$ cat config.mk
export PLATFORM = sky130hd
export DESIGN_NAME = life_rule_engine
export DESIGN_NICKNAME = d
export VERILOG_FILES = /design/src/rtl/life_pkg.sv /design/src/rtl/life_nbr_count.sv /design/src/rtl/life_rule_engine.sv
export SDC_FILE = /design/constraint.sdc
export NUM_CORES = 2
export LEC_CHECK = 0
export ABC_CLOCK_PERIOD_IN_PS = 10600
export CORE_ASPECT_RATIO = 1.5
export CORE_MARGIN = 2
export CORE_UTILIZATION = 35
export CTS_CLUSTER_DIAMETER = 40
export DETAILED_ROUTE_END_ITERATION = 8
export PLACE_DENSITY = 0.52
export SYNTH_ARGS = -nofsm -noshare
export SYNTH_HDL_FRONTEND = slang
export SYNTH_SLANG_ARGS = --single-unit
$ cat constraint.sdc
create_clock -name clk -period 10.6 [get_ports clk]
set_input_delay 1.59 -clock clk [delete_from_list [all_inputs] [get_ports clk]]
set_output_delay 1.59 -clock clk [all_outputs]
set_load 0.01 [all_outputs]
$ cat src/rtl/life_pkg.sv
// Shared definitions for the life rule engine: FSM state encoding, rule masks
// and the flat cell index helper.
package life_pkg;

    typedef enum logic [1:0] {
        ST_IDLE    = 2'd0,
        ST_COMPUTE = 2'd1,
        ST_COMMIT  = 2'd2
    } life_state_t;

    // Rule masks: bit n set means the rule fires with n live neighbours.
    localparam logic [8:0] LIFE_B3S23_BIRTH   = 9'b000001000;
    localparam logic [8:0] LIFE_B3S23_SURVIVE = 9'b000001100;
    localparam logic [8:0] LIFE_B36_BIRTH     = 9'b001001000;
    localparam logic [8:0] LIFE_S23_SURVIVE   = 9'b000001100;

    function automatic int cell_idx(input int x, input int y, input int w);
        return y * w + x;
    endfunction

endpackage

$ cat src/rtl/life_nbr_count.sv
// Population count of the eight neighbour bits of one cell (result 0..8).
module life_nbr_count (
    input  logic [7:0] nb,
    output logic [3:0] count
);

    always_comb begin
        count = 4'd0;
        for (int k = 0; k < 8; k++) begin
            count = count + {3'b000, nb[k]};
        end
    end

endmodule

$ cat src/rtl/life_rule_engine.sv
// Programmable Life-like cellular automaton, one cell evaluated per clock,
// with cursor editing and row-scanned display. Optional: LIFE_CURSOR_BLINK_EN.
module life_rule_engine
    import life_pkg::*;
#(
    parameter int         X         = 16,
    parameter int         Y         = 16,
    parameter int         LOG2X     = 4,
    parameter int         LOG2Y     = 4,
    parameter int         HIGH_BITS = 32,
    parameter int         WRAP      = 1,
    parameter logic [8:0] BIRTH     = LIFE_B3S23_BIRTH,
    parameter logic [8:0] SURVIVE   = LIFE_B3S23_SURVIVE
) (
    input  logic                 clk,
    input  logic                 reset,
    input  logic                 key_nxt,
    input  logic                 key_flip,
    input  logic                 key_up,
    input  logic                 key_down,
    input  logic                 key_left,
    input  logic                 key_right,
    output logic [Y-1:0]         row,
    output logic [X-1:0]         col,
    output logic                 busy,
    output logic                 done,
    output logic [HIGH_BITS-1:0] gen_count,
    output logic [1:0]           dbg_state
);

    localparam logic [1:0] IDLE    = ST_IDLE;
    localparam logic [1:0] COMPUTE = ST_COMPUTE;
    localparam logic [1:0] COMMIT  = ST_COMMIT;

    localparam logic [LOG2X-1:0] X_LAST = LOG2X'(X - 1);
    localparam logic [LOG2Y-1:0] Y_LAST = LOG2Y'(Y - 1);

    // Keys are single-cycle pulses sampled on the rising clock edge. They are
    // accepted only in IDLE; while busy they are dropped (no queuing, no ready).
    logic [1:0]                 state;
    logic [Y-1:0][X-1:0]        cur;
    logic [Y-1:0][X-1:0]        nxt;
    logic [LOG2X-1:0]           cur_x, cur_x_nxt;
    logic [LOG2Y-1:0]           cur_y, cur_y_nxt;
    logic [LOG2X-1:0]           cx;
    logic [LOG2Y-1:0]           cy;
    logic [LOG2Y-1:0]           scan;
    logic [Y-1:0]               row_next;
    logic [X-1:0]               col_next;

    logic [LOG2X-1:0] xm, xp;
    logic [LOG2Y-1:0] ym, yp;
    logic             xm_ok, xp_ok, ym_ok, yp_ok;
    logic [7:0]       nb;
    logic [3:0]       n_live;
    logic             next_cell;

    assign busy      = (state != IDLE);
    assign dbg_state = state;

    assign xm = (cx == '0)     ? X_LAST : cx - LOG2X'(1);
    assign xp = (cx == X_LAST) ? '0     : cx + LOG2X'(1);
    assign ym = (cy == '0)     ? Y_LAST : cy - LOG2Y'(1);
    assign yp = (cy == Y_LAST) ? '0     : cy + LOG2Y'(1);

    // In dead-border mode the wrapped coordinate is still computed but masked.
    assign xm_ok = (WRAP != 0) || (cx != '0);
    assign xp_ok = (WRAP != 0) || (cx != X_LAST);
    assign ym_ok = (WRAP != 0) || (cy != '0);
    assign yp_ok = (WRAP != 0) || (cy != Y_LAST);

    assign nb = {ym_ok & xm_ok & cur[ym][xm],
                 ym_ok &         cur[ym][cx],
                 ym_ok & xp_ok & cur[ym][xp],
                 xm_ok &         cur[cy][xm],
                 xp_ok &         cur[cy][xp],
                 yp_ok & xm_ok & cur[yp][xm],
                 yp_ok &         cur[yp][cx],
                 yp_ok & xp_ok & cur[yp][xp]};

    life_nbr_count u_nbr_count (
        .nb    (nb),
        .count (n_live)
    );

    assign next_cell = cur[cy][cx] ? SURVIVE[n_live] : BIRTH[n_live];

    // Opposite keys on the same axis cancel; cursor always wraps.
    always_comb begin
        cur_x_nxt = cur_x;
        cur_y_nxt = cur_y;
        if (key_left && !key_right) begin
            cur_x_nxt = (cur_x == '0) ? X_LAST : cur_x - LOG2X'(1);
        end else if (key_right && !key_left) begin
            cur_x_nxt = (cur_x == X_LAST) ? '0 : cur_x + LOG2X'(1);
        end
        if (key_up && !key_down) begin
            cur_y_nxt = (cur_y == '0) ? Y_LAST : cur_y - LOG2Y'(1);
        end else if (key_down && !key_up) begin
            cur_y_nxt = (cur_y == Y_LAST) ? '0 : cur_y + LOG2Y'(1);
        end
    end

    always_ff @(posedge clk or negedge reset) begin
        if (!reset) begin
            state     <= IDLE;
            cur       <= '0;
            nxt       <= '0;
            cur_x     <= '0;
            cur_y     <= '0;
            cx        <= '0;
            cy        <= '0;
            gen_count <= '0;
            done      <= 1'b0;
        end else begin
            done <= 1'b0;
            case (state)
                IDLE: begin
                    if (key_flip) begin
                        cur[cur_y][cur_x] <= ~cur[cur_y][cur_x];
                    end
                    cur_x <= cur_x_nxt;
                    cur_y <= cur_y_nxt;
                    if (key_nxt) begin
                        state <= COMPUTE;
                        cx    <= '0;
                        cy    <= '0;
                    end
                end
                COMPUTE: begin
                    nxt[cy][cx] <= next_cell;
                    if (cx == X_LAST) begin
                        cx <= '0;
                        if (cy == Y_LAST) begin
                            state <= COMMIT;
                        end else begin
                            cy <= cy + LOG2Y'(1);
                        end
                    end else begin
                        cx <= cx + LOG2X'(1);
                    end
                end
                COMMIT: begin
                    cur       <= nxt;
                    gen_count <= gen_count + 1'b1;
                    done      <= 1'b1;
                    state     <= IDLE;
                end
                default: begin
                    state <= IDLE;
                end
            endcase
        end
    end

    always_comb begin
        row_next       = '0;
        row_next[scan] = 1'b1;
    end

`ifdef LIFE_CURSOR_BLINK_EN
    logic [19:0]  blink_cnt;
    logic [X-1:0] blink_mask;

    always_ff @(posedge clk or negedge reset) begin
        if (!reset) begin
            blink_cnt <= '0;
        end else begin
            blink_cnt <= blink_cnt + 20'd1;
        end
    end

    // The blink only alters what is displayed; cur itself is untouched.
    always_comb begin
        blink_mask = '0;
        if (blink_cnt[19] && (state == IDLE) && (scan == cur_y)) begin
            blink_mask[cur_x] = 1'b1;
        end
    end

    assign col_next = cur[scan] ^ blink_mask;
`else
    assign col_next = cur[scan];
`endif

    always_ff @(posedge clk or negedge reset) begin
        if (!reset) begin
            scan <= '0;
            row  <= Y'(1);
            col  <= '0;
        end else begin
            scan <= (scan == Y_LAST) ? '0 : scan + LOG2Y'(1);
            row  <= row_next;
            col  <= col_next;
        end
    end

endmodule

# Word level (Yosys, flattened, before mapping)
# Memory sizes are Yosys's and may differ from the RTL's.
# Cells that the tools add are included.
[word_totals]
ff_bits = 599
latch_bits = 0
ramBits = 0
rom_bits = 32
mem_count = 2
[memory_table]
columns = ["name", "depth", "word_bits", "rd", "rd_ports_with_merged_regs", "wr", "line_no", "source"]
rows = [
  ["(no name shown)", 16, 1, 1, 0, 0, "life_rule_engine.sv:86", "assign next_cell = cur[cy][cx] ? SURVIVE[n_live] : BIRTH[n_live];"],
  ["(no name shown)", 16, 1, 1, 0, 0, "life_rule_engine.sv:86", ""],
]
[op_classes]
add_sub_neg = 17
multipliers = 0
div = 0
magnitude_cmp = 15
n_eq_ne = 12
shifts = 0
muxes = 70
bitwise = 1
n_reduce_logical = 29
[ops]
columns = ["operator", "n"]
rows = [
  ["bitwise mux 256 bit", 2],
  ["one-hot mux 256 bit (2 select lines)", 1],
  ["binary-select mux 16 bit (select 4 bit)", 5],
  ["2-to-1 mux 256 bit", 1],
  ["demux 16 bit (select 4 bit)", 2],
  ["2-to-1 mux 16 bit", 7],
  ["2-to-1 mux 4 bit", 16],
  ["< comparator 4 x 5 -> 1 bit, second input constant", 10],
  ["binary-select mux 1 bit (select 4 bit)", 10],
  ["adder 32 x 1 -> 32 bit, second input constant", 1],
  ["adder 4 x 1 -> 4 bit", 6],
  ["adder 4 x 1 -> 4 bit, second input constant", 5],
  ["== test 4 bit, second input constant", 5],
  ["greater-or-equal comparator 4 x 1 -> 1 bit, second input constant", 5],
  ["2-to-1 mux 1 bit", 17],
  ["zero test 4 bit", 4],
  ["one-hot mux 4 bit (2 select lines)", 2],
  ["subtractor 4 x 1 -> 4 bit, second input constant", 4],
  ["demux 1 bit (select 4 bit)", 3],
  ["inequality test 2 bit, second input constant", 5],
  ["nonzero test 2 bit", 5],
  ["logical AND 1 bit", 9],
  ["AND reduction 2 bit", 4],
  ["2-to-1 mux 2 bit", 3],
  ["9 further kinds", 12],
]

# Logic depth before layout (Yosys ltp)
[logic_depth]
depth_word = 17
depth_mapped = 35
ltp_nobuf = 25

# Hierarchy
# Synthesis repeated with hierarchy kept, for this count alone.
[hier_totals]
cells_unflattened = 4046
area_unflattened_um2 = 39965.8
[by_module_without_submodules]
columns = ["module", "instances", "cells_each", "area_each_um2"]
rows = [
  ["life_rule_engine", 1, 4022, 39775.6],
  ["life_nbr_count", 1, 24, 190.2],
]

# Worst setup path before layout
# OpenSTA, ideal clock, no wires.
[synth_path]
path_type = "reg-to-reg"
from = "register cy[0]"
to = "register nxt[128] (netlist bit)"
setup_ns = 0.077
arrival_time_ns = 7.674
setup_slack_ns = 2.849
stages_incl_launch_ff = 36
path_buffers = 12
cell_sequence = "dfrtp_1 -> buf_2 -> buf_4 -> buf_4 -> buf_4 -> inv_2 -> clkbuf_1 -> clkbuf_1 -> ha_1 -> buf_2 -> buf_1 -> clkbuf_1 -> buf_1 -> mux2i_1 -> o21ai_0 -> o211ai_1 -> o21ai_0 -> a32oi_1 -> and3_1 -> nand4_1 -> ha_1 -> inv_1 -> fa_1 -> fa_1 -> inv_1 -> fa_1 -> inv_1 -> fa_1 -> a2111oi_0 -> a21oi_1 -> a211oi_1 -> nand4_1 -> or3_1 -> buf_2 -> buf_2 -> o21ai_1"
[synth_between]
elab_chain_len = 17
word_cells_on_any_way = 48
cone_classes = "9 x add/sub; 2 x order compare; 1 x eq/ne; 32 x mux; 2 x reduce/logical; 2 x memory"
[synth_rtl]
columns = ["item", "line_no", "source"]
rows = [
  ["start, declared", "life_rule_engine.sv:46", "logic [LOG2Y-1:0] cy;"],
  ["start signal, assigned", "life_rule_engine.sv:137", "cy <= cy + LOG2Y'(1);"],
  ["adder 4 x 1 -> 4 bit or == test 4 bit (tied branches)", "life_rule_engine.sv:64", "assign yp = (cy == Y_LAST) ? '0 : cy + LOG2Y'(1);"],
  ["2-to-1 mux 4 bit", "life_rule_engine.sv:64", ""],
  ["binary-select mux 16 bit (select 4 bit)", "life_rule_engine.sv:77, life_rule_engine.sv:78, life_rule_engine.sv:79", ""],
  ["2-to-1 mux 16 bit (implied by the code)", "life_rule_engine.sv:77, life_rule_engine.sv:78, life_rule_engine.sv:79", ""],
  ["binary-select mux 1 bit (select 4 bit) (on tied branches)", "life_rule_engine.sv:79, life_rule_engine.sv:78", ""],
  ["2-to-1 mux 1 bit (on tied branches)", "life_rule_engine.sv:79, life_rule_engine.sv:78", ""],
  ["adder 1 x 1 -> 2 bit", "life_nbr_count.sv:10", "count = count + {3'b000, nb[k]};"],
  ["adder 4 x 1 -> 4 bit (6 in series)", "life_nbr_count.sv:10", ""],
  ["memory read (16 x 1 bit)", "--", ""],
  ["2-to-1 mux 1 bit (implied by the code)", "life_rule_engine.sv:86", ""],
  ["2-to-1 mux 1 bit", "life_rule_engine.sv:86", ""],
  ["bitwise mux 256 bit *", "life_rule_engine.sv:131", "nxt[cy][cx] <= next_cell;"],
  ["end signal, assigned by index", "life_rule_engine.sv:131", ""],
  ["end, declared", "life_rule_engine.sv:42", "logic [Y-1:0][X-1:0] nxt;"],
]
# Mark *: on every way between the ends. The rest lies on a longest branch, timed or not. The select of a mux whose other input is x is not followed.
# A chain may end at the register's enable or synchronous reset.

# Worst setup path in the final report
[layout_path]
from = "register cy[0]"
to = "register nxt[132] (netlist bit)"
# The elaborated chain is that of the path after synthesis.

==> metrics.txt <==
largest stage delay on the critical path=890 ps; Seq/Total Area, Yosys=39.1%; layout net count=3853; Routed WL per cell=34.8 um; Setup crit end kind=flop; Final Instance Count excl. Fillers=5299; top cell type by total area after synthesis=dfrtp_1; PostCTS Resize Cnt=0; via count=35346; Vias per Instance=6.67; Post-synth top cells=dfrtp_1, a21oi_1, nand2_1, o21ai_0, clkbuf_1; Sink Count=599; RePlAce Congestion=1.04; FFs w/ async S/R, synth=100%; Setup CP Type=reg2reg; total global routing overflow=0; PortBufs=75; Cells after DPL=5154; DRC Markers=0; Starting Density=35.3%; outcome=finished clean; max-slew violation count=0; critical path arrival=9630 ps; vias in the first global route=34456; worst-path maximum fanout=52; VDD IR-drop max=0.00145 V; CTS tree=yes; # hold bufs at CTS=0; Worst Path Buf+Inv=5; Netlist cell types=81; Die Wd=274 um; Post-CTS Setup Inserts=0; fmax=0.111 GHz; H-tree Lvls=3; Startpoint Class=flop; area of the multi-input gates=0.0217 mm^2; core area=0.109 mm^2; first-pass GRT wire length=264000 um; synthesized area=0.0384 mm^2; cts bufs inserted=80; final hold slack=482 ps; Root Driver=clkbuf_16; Rows=148; Clock transition at path regs=60 ps; fin crit share=85.2%; starting DRC count in detailed routing=4362; Synth top area share=39.0%; dominant synthesized flop cell=dfrtp_1; Worst Max-Slew Pin Slew=1170 ps; worst relative slew slack=21.6%; yosys warns=0; RSZ-0062 raised after global routing=no; clock period minus worst slack=9030 ps; Post-Synthesis Net Count=4006; P_leak=16.8 nW; Area Overhead vs Synth=12.5%; Max-cap violations=0; synth top area cells=dfrtp_1, mux4_2, a21oi_1, o21ai_0, nand2_1; Longest Clk Path Bufs=3; storage element area=0.0150 mm^2; Layout Utilization=39.7%; Chip Height=410 um; hpwl dp=121000 um; WL final=184000 um; Synth Instances=3964; Clock Latency Late Sink=710 ps; CP Data Required Time=11200 ps; Yosys reg bits=599; Post-synth EDFFs=0; Mapped Avg Cell Area=9.68 um^2; Clock Skew=34.1 ps; cell family with most CP delay=simple AND/OR/NAND/NOR gates; largest net degree at the start of global routing=172; Hold Violations, Final=0; initial antenna violation count=6; layout cells sized above 1=17.2%; filler instances=10641; Hold Crit Class=reg2reg; Ports=76; # setup viols final=0; Tot GR Track Use=32.6%; Worst path slowest cell=dfrtp_4; pwr/cell area=318 mW/mm^2; post-route ant nets=0; die area=0.112 mm^2; setup TNS=0 ps; post-layout total power=13.7 mW; CP dominant cell by count=fa_1; top-count cell post-synth=dfrtp_1; Initial DRT Pass Iterations=6
area by class of cell:
type | instances | area share (%)
multi-input cells | 2915 | 50.3
clock buffers | 96 | 4.99
clock inverters | 48 | 1.72
repair buffers | 188 | 3.83
well taps | 1425 | 4.13
diodes | 1 | 0.00580
flip-flops and latches | 599 | 34.8
inverters | 27 | 0.252
metrics by stage:
step | setup slack, ps | cell area [um^2]
finish | 1570 | 43200
global route | 1040 | 43200
CTS | 1710 | 43200
detailed placement | 1730 | 40300
global placement | 1640 | 40300
floorplan | 2850 | 38400
layer usage:
layer	wire, um	GRT usage [%]	up-vias
met2	85900	51.3	1987
met5	48	0	-
met4	16800	25.1	6
li1	-	-	14670
met1	66700	39.1	18049
met3	14900	6.68	634
sequential cells by signal, indices dropped and copies added, names as in the netlist:
signal     flops
col           16
nxt          256
scan           4
cur_x          4
cy             4
cx             4
cur          256
gen_count     32
done           1
row           16
cur_y          4
dbg_state      2
power breakdown:
| part | switching [mW] | internal [mW] |
|---|---|---|
| Combinational | 5.95 | 1.94 |
| Sequential | 0.295 | 2.58 |
| Clock | 1.20 | 1.78 |
| Total | 7.44 | 6.29 |
cell families after synthesis:
family	after synthesis	synth area share, %
flip-flops	599	39.1
AO/OA/AOI/OAI	1610	23.9
AND/OR/NAND/NOR	807	9.38
buffers and inverters	450	4.94
multiplexers	426	20.7
adder cells (fa/ha/maj)	34	1.19
XOR/XNOR	38	0.867
layout by cell type, fill, tap and decap left out, types with 48 or more instances in the layout:
master / n
nand2_1: 410
nand3_1: 63
nor2_1: 105
a21oi_1: 545
buf_4: 108
clkbuf_16: 80
o31ai_1: 133
o21ai_0: 419
clkdlybuf4s50_1: 74
mux2i_1: 96
mux4_2: 289
and3_1: 48
dfrtp_1: 588
o21ai_1: 270
worst min-delay path, cell delays in order, from the launching register on:
cell	delay, ps
dfrtp_1	340
a21oi_1	60
o21ai_0	60
worst paths after layout:
path                          from        to  slack [ps]  cells past startpoint
setup / recovery             cy[0]  nxt[132]        1570                     26
hold / removal             nxt[17]   cur[17]         480                      2
setup reg to reg             cy[0]  nxt[132]        1570                     26
hold reg to reg            nxt[17]   cur[17]         480                      2
max in group asynchronous    reset   scan[2]        7350                      3
min in group asynchronous    reset  nxt[212]        1000                      1
Power figures use the tool's default switching activity.
